--- config.mk ---
export PLATFORM = sky130hd
export DESIGN_NAME = image_crop_stream
export DESIGN_NICKNAME = d
export VERILOG_FILES = /design/src/rtl/image_crop_stream.sv
export SDC_FILE = /design/constraint.sdc
export NUM_CORES = 1
export LEC_CHECK = 0
export ABC_AREA = 1
export BUFFER_PORTS_ARGS = -buffer_cell sky130_fd_sc_hd__clkbuf_2
export CAP_MARGIN = 10
export CORE_ASPECT_RATIO = 1.1
export CORE_MARGIN = 1
export CORE_UTILIZATION = 45
export CTS_CLUSTER_DIAMETER = 50
export DETAILED_ROUTE_END_ITERATION = 10
export GPL_TIMING_DRIVEN = 0
export PLACE_DENSITY = 0.7
export RECOVER_POWER = 25
export SYNTH_ARGS = -nofsm -noshare
export SYNTH_HDL_FRONTEND = slang
export SYNTH_SLANG_ARGS = --single-unit
export TNS_END_PERCENT = 10
--- constraint.sdc ---
create_clock -name ap_clk -period 2.4 [get_ports ap_clk]
set_input_delay 0.12 -clock ap_clk [delete_from_list [all_inputs] [get_ports ap_clk]]
set_output_delay 0.12 -clock ap_clk [all_outputs]
set_load 0.1 [all_outputs]
--- src/rtl/image_crop_stream.sv ---
// Streaming crop stage: forwards the OUT_ROWS x OUT_COLS window at (crop_y1, crop_x1)
// out of a raster-order IN_ROWS x IN_COLS frame, under ap_start/ap_done block control.
module image_crop_stream #(
    parameter int FP_TOTAL = 16,
    parameter int IN_ROWS  = 100,
    parameter int IN_COLS  = 160,
    parameter int OUT_ROWS = 48,
    parameter int OUT_COLS = 48
) (
    input  logic                       ap_clk,
    input  logic                       ap_rst_n,
    input  logic                       ap_start,
    output logic                       ap_done,
    output logic                       ap_idle,
    output logic                       ap_ready,
    input  logic [$clog2(IN_ROWS)-1:0] crop_y1,
    input  logic [$clog2(IN_COLS)-1:0] crop_x1,
    output logic                       crop_err,
    input  logic [FP_TOTAL-1:0]        img_in_TDATA,
    input  logic                       img_in_TVALID,
    output logic                       img_in_TREADY,
    output logic [FP_TOTAL-1:0]        crop_out_TDATA,
    output logic                       crop_out_TVALID,
    input  logic                       crop_out_TREADY
);

    localparam int RW = $clog2(IN_ROWS);
    localparam int CW = $clog2(IN_COLS);

    // Window bounds are compared one bit wider so y1+OUT_ROWS cannot wrap.
    localparam logic [RW:0]   ROWS_X     = (RW+1)'(IN_ROWS);
    localparam logic [RW:0]   WIN_ROWS_X = (RW+1)'(OUT_ROWS);
    localparam logic [CW:0]   COLS_X     = (CW+1)'(IN_COLS);
    localparam logic [CW:0]   WIN_COLS_X = (CW+1)'(OUT_COLS);
    localparam logic [RW-1:0] ROW_LAST   = RW'(IN_ROWS - 1);
    localparam logic [CW-1:0] COL_LAST   = CW'(IN_COLS - 1);

    typedef enum logic [1:0] {
        S_IDLE,
        S_RUN,
        S_DRAIN,
        S_DONE
    } state_t;

    state_t        state;
    state_t        state_next;
    logic [RW-1:0] y1;
    logic [RW-1:0] row;
    logic [CW-1:0] x1;
    logic [CW-1:0] col;
    logic [RW:0]   y_lo;
    logic [RW:0]   y_hi;
    logic [CW:0]   x_lo;
    logic [CW:0]   x_hi;
    logic          start_ok;
    logic          in_ready;
    logic          in_fire;
    logic          out_fire;
    logic          out_free;
    logic          last_pix;
    logic          in_window;

    assign start_ok = (({1'b0, crop_y1} + WIN_ROWS_X) <= ROWS_X) &&
                      (({1'b0, crop_x1} + WIN_COLS_X) <= COLS_X);

    assign y_lo      = {1'b0, y1};
    assign y_hi      = y_lo + WIN_ROWS_X;
    assign x_lo      = {1'b0, x1};
    assign x_hi      = x_lo + WIN_COLS_X;
    assign in_window = ({1'b0, row} >= y_lo) && ({1'b0, row} < y_hi) &&
                       ({1'b0, col} >= x_lo) && ({1'b0, col} < x_hi);
    assign last_pix  = (row == ROW_LAST) && (col == COL_LAST);

    // The single output register can take a new pixel when empty or draining this cycle.
    assign out_free = ~crop_out_TVALID | crop_out_TREADY;
    assign out_fire = crop_out_TVALID & crop_out_TREADY;
    assign in_ready = (state == S_RUN) && out_free;
    assign in_fire  = img_in_TVALID & in_ready;

    assign img_in_TREADY = in_ready;
    assign ap_idle       = (state == S_IDLE);
    assign ap_done       = (state == S_DONE);
    assign ap_ready      = in_fire & last_pix;

    always_ff @(posedge ap_clk or negedge ap_rst_n) begin
        if (!ap_rst_n) begin
            state <= S_IDLE;
        end else begin
            state <= state_next;
        end
    end

    always_comb begin
        state_next = state;
        unique case (state)
            S_IDLE: begin
                if (ap_start) begin
                    state_next = start_ok ? S_RUN : S_DONE;
                end
            end
            S_RUN: begin
                if (in_fire && last_pix) begin
                    state_next = S_DRAIN;
                end
            end
            S_DRAIN: begin
                if (out_free) begin
                    state_next = S_DONE;
                end
            end
            S_DONE: begin
                state_next = S_IDLE;
            end
            default: begin
                state_next = S_IDLE;
            end
        endcase
    end

    always_ff @(posedge ap_clk or negedge ap_rst_n) begin
        if (!ap_rst_n) begin
            y1       <= '0;
            x1       <= '0;
            row      <= '0;
            col      <= '0;
            crop_err <= 1'b0;
        end else if ((state == S_IDLE) && ap_start) begin
            y1       <= crop_y1;
            x1       <= crop_x1;
            row      <= '0;
            col      <= '0;
            crop_err <= ~start_ok;
        end else if (in_fire) begin
            if (col == COL_LAST) begin
                col <= '0;
                row <= (row == ROW_LAST) ? '0 : row + RW'(1);
            end else begin
                col <= col + CW'(1);
            end
        end
    end

    // Out-of-window pixels leave the register alone unless it drains in the same cycle.
    always_ff @(posedge ap_clk or negedge ap_rst_n) begin
        if (!ap_rst_n) begin
            crop_out_TDATA  <= '0;
            crop_out_TVALID <= 1'b0;
        end else if (in_fire && in_window) begin
            crop_out_TDATA  <= img_in_TDATA;
            crop_out_TVALID <= 1'b1;
        end else if (out_fire) begin
            crop_out_TVALID <= 1'b0;
        end
    end

endmodule

==> out/metrics.cfg, run 1 <==
[logic_synthesis]
synth_top_area_share_pct=39.3
synth_edf_count=0
synth_seq_cells=50
synth_area_per_cell_sq_um=7.64
synth_area_sq_mm=0.00319
yosysTopAreaCell=dfrtp_1
synth_flop_cell=dfrtp_1
yosysWarnings=0
syn-num-nets=485
netlist_instances=417
ys_top_cells_by_count=117 x nand2_1, 58 x inv_1, 50 x dfrtp_1, 35 x nor2_1, 32 x ha_1
synth.most_common_cell=nand2_1
ys_types=35
ys_async_sr_fraction_pct=100
synth_area_leaders=dfrtp_1 39%, nand2_1 14%, ha_1 13%
synth-seq-area-share_pct=39.3

[clock_tree]
clock_latency_ns=0.30
cts.reportedPaths.clkPinSlew_ns=0.10
clock_sink_count=50
htreeDepth=2
cts_made_buffers=5
ctsLongestPathBuffers=2
clockRootBuffer=clkbuf_8
tritoncts=done

[timing]
setup_tns_ns=0
drv_slew=0
finalCritPeriodShare_pct=93.9
setup_viol=0
slew_headroom_pct=34.9
finalCriticalPeriod_ns=2.25
fmax_mhz=444
fin_worst_skew_ns=0.0125
worst_slew_pin_slew_ns=0.976
hold_violations=0

[global_route]
overflow=0
grt_util_met3_pct=3.25
grt_pass1_wl_mm=12.0
grt_busiest_layer=met2
use_met2_pct=36.8
gr-usage-met1_pct=25.5
grt_max_degree=35
antenna_found_initial=0
grt_pass1_vias=2785
grt.total_usage_pct=20.7

[setup_path]
crit_arrival_ns=2.46
required_ns=2.61
cp_max_fo=8
cp-start-kind=flip-flop
critPathCaptureType=flip-flop
crit_type=flip-flop to flip-flop

[placement]
portBuffers=57
gp_congestion=0.892
hpwl_mm=5.73

[cells_and_area]
layout.nets=561
n_antenna_cell=0
area_growth_syn_to_layout_pct=18.1
final_util_pct=56.1
drive_gt1_share_pct=20.4
fill_cells=651

[worst_hold_path]
hold_path_class=input pin to flip-flop

[floorplan]
die_h_microns=90.2
design.core.area_sq_mm=0.00671
die_w_microns=82.2
dieArea_sq_mm=0.00742
initial_utilization_pct=47.5
io_pins=58
row_count=31

[routing]
viasPerCell=5.07
vias=2918
first_iter_violations=118
ant_nets=0
wl_mm=7.20
dr.pass1.iters=4
routedWlPerCell_microns=12.5
drc_errors=0

[pwr]
p_leak_uw=0.00209
worst_ir_drop_vdd_mv=0.882
p_per_area_mw_per_mm2=1350

[outcome]
status=completed

[flow_run]
cap_viol_max_count=0

## cells by family (layout without fill, tap and decap cells)
kind of cell | Yosys count | after routing | share of synthesized area [%]
simple gates | 197 | 197 | 27.4
compound gates | 58 | 58 | 9.98
fa+ha+maj | 32 | 32 | 12.6
buf+inv | 75 | 152 | 9.39
xor+xnor | 5 | 5 | 1.37
flops | 50 | 50 | 39.3
## routing by layer
layer,share of wire (%),up-vias,wire [microns]
li1,-,1491,-
met1,45,1375,3220
met2,51,43,3700
met3,2.6,9,187
met4,1.2,0,85
met5,0,-,0
## sequential cells by signal, indices dropped and copies added, names as in the netlist
name             flops
crop_out_TDATA      16
crop_err             1
col                  8
crop_out_TVALID      1
state                2
row                  7
y1                   7
x1                   8
## layout make-up
cell class | count | area (sq um) | area share (%)
Clock buffer | 5 | 68.8 | 1.83
Timing Repair Buffer | 69 | 372 | 9.88
Tap cell | 82 | 103 | 2.73
Multi-Input combinational cell | 292 | 1650 | 43.7
Sequential cell | 50 | 1250 | 33.3
Clock inverter | 3 | 23.8 | 0.632
Buffer | 8 | 47.5 | 1.26
Inverter | 67 | 251 | 6.68
## power by group
part / total (uW) / leakage (uW) / switching (uW) / internal (uW)
clock: 511 / 0.0000408 / 302 / 209
combinational: 3150 / 0.00139 / 2400 / 758
sequential: 1400 / 0.000655 / 231 / 1170
## critical path, cell delays in order, from the launching register on
cell,delay [ns]
dfrtp_1,0.42
inv_2,0.08
ha_2,0.18
xor2_1,0.16
ha_1,0.26
nand2_1,0.06
nand3b_2,0.13
inv_2,0.04
nand2_2,0.05
nand2_2,0.06
nor2_4,0.21
nand4_4,0.19
buf_2,0.21
nand2_1,0.06
nand2_1,0.05
## path summary, 6_finish.rpt
path | depth (start not counted) | start | slack (ns) | end
worst min-delay path | 3 | img_in_TDATA[8] | 0.04 | crop_out_TDATA[8]
min in group asynchronous | 2 | ap_rst_n | 0.49 | row[4]
worst min register to register | 2 | crop_out_TDATA[6] | 0.48 | crop_out_TDATA[6]
max in group asynchronous | 3 | ap_rst_n | 0.54 | x1[1]
worst max-delay path | 14 | x1[4] | 0.15 | crop_out_TDATA[14]
worst max register to register | 14 | x1[4] | 0.15 | crop_out_TDATA[14]
## stage by stage
| step | std cells | cell area (sq um) | setup WS (ns) | hold slack [ns] | total power, uW |
|---|---|---|---|---|---|
| global route | 576 | 3760 | -0.00924 | 0.0163 | 5480 |
| finish | 576 | 3760 | 0.146 | 0.0366 | 5060 |
| global placement | 556 | 3580 | 0.162 | 0.344 | 4450 |
| CTS | 566 | 3700 | 0.0868 | 0.0271 | 5060 |
| detailed placement | 557 | 3600 | 0.0968 | 0.100 | 4540 |
| floorplan | 417 | 3190 | -0.00279 | -0.176 | 3930 |
## timing repair
item	CTS	global route
endpoints found under the hold margin	16	0
hold buffers	1	0
setup endpoints to repair	0	9
setup buffers	0	9
resized for setup	0	2
## cells in the final DEF, fill, tap and decap left out, drive strengths merged
master / count
nor3b: 1
or2: 1
clkbuf: 66
clkinv: 1
o22ai: 2
a31oi: 3
a21o: 1
nand3: 15
a21oi: 14
nand2: 120
a221oi: 1
xor2: 5
inv: 67
nand3b: 1
o211ai: 1
clkinvlp: 2
a211oi: 3
ha: 32
o21ai: 31
o21a: 1
nor2: 38
dlygate4sd3: 1
nand4: 19
and3: 1
o21bai: 1
buf: 15
dfrtp: 50
nor3: 1
Note: power is estimated with default switching activity, not from simulation.
==> inputs of run 2 (changes only) <==
Settings changed: PLACE_DENSITY 0.7 to not set, PLACE_DENSITY_LB_ADDON set to 0.15.
==> out/metrics.cfg, run 2 (synthesis gave the netlist of run 1 again) <==
[global_route]
overflow=0  ; unchanged
grt_pass1_vias=2685  ; -3.6%
grt_pass1_wl_mm=11.6  ; -3.6%
grt_max_degree=27  ; -23%
antenna_found_initial=0  ; unchanged
grt.total_usage_pct=20.0  ; -0.69 points

[setup_path]
critPathCaptureType=flip-flop
cp-start-kind=flip-flop
cp_max_fo=14  ; +6
crit_type=flip-flop to flip-flop
required_ns=2.61  ; about the same
crit_arrival_ns=2.39  ; -0.07 ns

[timing]
finalCritPeriodShare_pct=90.8  ; -3.2 points
worst_slack_ns=0.221  ; +0.0758 ns
setup_viol=0  ; unchanged
rsz0062_at_grt=no
finalCriticalPeriod_ns=2.18  ; -0.0758 ns
worst_slew_pin_slew_ns=1.47  ; +0.494 ns
slew_headroom_pct=2.01  ; -33 points
hold_violations=0  ; unchanged
drv_slew=0  ; unchanged
fmax_mhz=459  ; +3.5%
fin_worst_skew_ns=0.0118  ; -0.000713 ns

[pwr]
p_sw_uw=2900  ; -1.0%
p_int_uw=2240  ; +4.6%
clockPowerShare_pct=12.1  ; +2.0 points
power_frac_seq_pct=27.0  ; -0.7 points
p_sw_share_pct=56.4  ; -1.4 points
p_leak_uw=0.00210  ; +0.65%
worst_ir_drop_vdd_mv=0.995  ; +13%
combPwrFrac_pct=60.8  ; -1.5 points
p_per_area_mw_per_mm2=1360  ; +0.91%

[floorplan]
initial_utilization_pct=47.5  ; unchanged
dieArea_sq_mm=0.00742  ; unchanged
design.core.area_sq_mm=0.00671  ; unchanged
die_w_microns=82.2  ; unchanged
row_count=31  ; unchanged
io_pins=58  ; unchanged
die_h_microns=90.2  ; unchanged

[clock_tree]
htreeDepth=2  ; unchanged
cts.reportedPaths.clkPinSlew_ns=0.11  ; about the same
clock_sink_count=50  ; unchanged
tritoncts=done
clock_latency_ns=0.31  ; about the same
cts_resized=0  ; unchanged
clockRootBuffer=clkbuf_8
ctsLongestPathBuffers=2  ; unchanged
cts_made_buffers=5  ; unchanged

[routing]
routedWlPerCell_microns=12.0  ; -3.9%
viasPerCell=4.95  ; -2.2%
dr.pass1.iters=4  ; unchanged
first_iter_violations=121  ; +2.5%
vias=2829  ; -3.1%
ant_nets=0  ; unchanged
drc_errors=0  ; unchanged
wl_mm=6.85  ; -4.8%

[cells_and_area]
top_regs=crop_out_TDATA x16, col x8, x1 x8
mostFrequentLayoutCells=117 x nand2_1, 58 x inv_1, 56 x clkbuf_2
multi_input_area_sq_mm=0.00164  ; -0.15%
final_util_pct=56.3  ; +0.24 points
layout_commonest_cell=nand2_1
area_growth_syn_to_layout_pct=18.6
top_register=crop_out_TDATA
largest_register_ffs=16  ; unchanged
n_antenna_cell=0  ; unchanged
layout.nets=556  ; -0.89%
fill_cells=665  ; +2.2%
drive_gt1_share_pct=19.2  ; -1.2 points
postLayoutCellArea_sq_mm=0.00378  ; +0.43%
ff_latch_area_sq_mm=0.00125  ; unchanged

[flow_run]
cap_viol_max_count=0  ; unchanged

[worst_hold_path]
hold_path_class=input pin to flip-flop

[placement]
portBuffers=57  ; unchanged
hpwl_mm=5.40  ; -5.8%
placed_area_sq_mm=0.00360  ; unchanged
pre_cts_slack_ns=0.112  ; +0.0148 ns
gp_congestion=0.839  ; -5.9%

[outcome]
status=completed

run 2: worst max-delay path, stage by stage, from the launching register on:
cell and delay, ns:
dfrtp_1 0.38, inv_1 0.07, ha_1 0.22, xor2_1 0.14, ha_1 0.29, nand2_1 0.05, nand3b_2 0.23, nor3_2 0.19
nor2_4 0.07, buf_12 0.15, buf_4 0.14, nand4_1 0.08, nand2_1 0.07
run 2: metal layers:
| metal | vias to the layer above | track usage [%] | share of wire [%] |
|---|---|---|---|
| met5 | - | 0 | 0 |
| met4 | 0 | 7.02 | 2.3 |
| met3 | 16 | 3.86 | 3.0 |
| met2 | 59 | 34.7 | 49 |
| met1 | 1271 | 24.0 | 46 |
| li1 | 1483 | - | - |
run 2: through the flow:
stage / cells / total power [uW] / hold slack, ns / TNS, ns
final: 571 / 5130 / 0.0261 / 0
after global routing: 571 / 5570 / 0.0275 / 0
after floorplan: 417 / 3930 / -0.176 / -0.00279
after global placement: 556 / 4440 / 0.341 / 0
after detailed placement: 557 / 4510 / 0.198 / 0
after CTS: 566 / 5150 / 0.0210 / 0
run 2: power by group through the flow:
stage | clock network (uW) | logic (uW) | registers [uW]
2_1_floorplan | 0 | 1490 | 2440
4_1_cts | 641 | 3110 | 1390
3_3_place_gp | 0 | 3040 | 1400
6_report | 623 | 3120 | 1390
5_1_grt | 676 | 3460 | 1440
3_5_place_dp | 0 | 3100 | 1410
run 2: final timing paths:
| path | startpoint | end | slack [ns] | cells after the start |
|---|---|---|---|---|
| worst max-delay path | x1[4] | crop_out_TDATA[6] | 0.22 | 12 |
| worst max register to register | x1[4] | crop_out_TDATA[6] | 0.22 | 12 |
| min in group asynchronous | ap_rst_n | x1[5] | 0.70 | 2 |
| max in group asynchronous | ap_rst_n | y1[0] | 0.85 | 2 |
| worst min register to register | crop_out_TDATA[3] | crop_out_TDATA[3] | 0.48 | 2 |
| worst min-delay path | img_in_TDATA[14] | crop_out_TDATA[14] | 0.03 | 3 |
run 2: final cells by class:
type	instances	share of cell area, %
multi-input combinational	292	43.5
sequential	50	33.1
timing repair buffer	65	9.83
inverter	67	6.66
tap	82	2.72
clock buffer	5	1.82
clock inverter	3	1.26
buffer	7	1.13
run 2: timing repair:
| item | 4_1_cts | 5_1_grt |
|---|---|---|
| endpoints found under the hold margin | 24 | 0 |
| hold buffers | 1 | 0 |
| setup endpoints to repair | 0 | 9 |
| setup buffers | 0 | 6 |
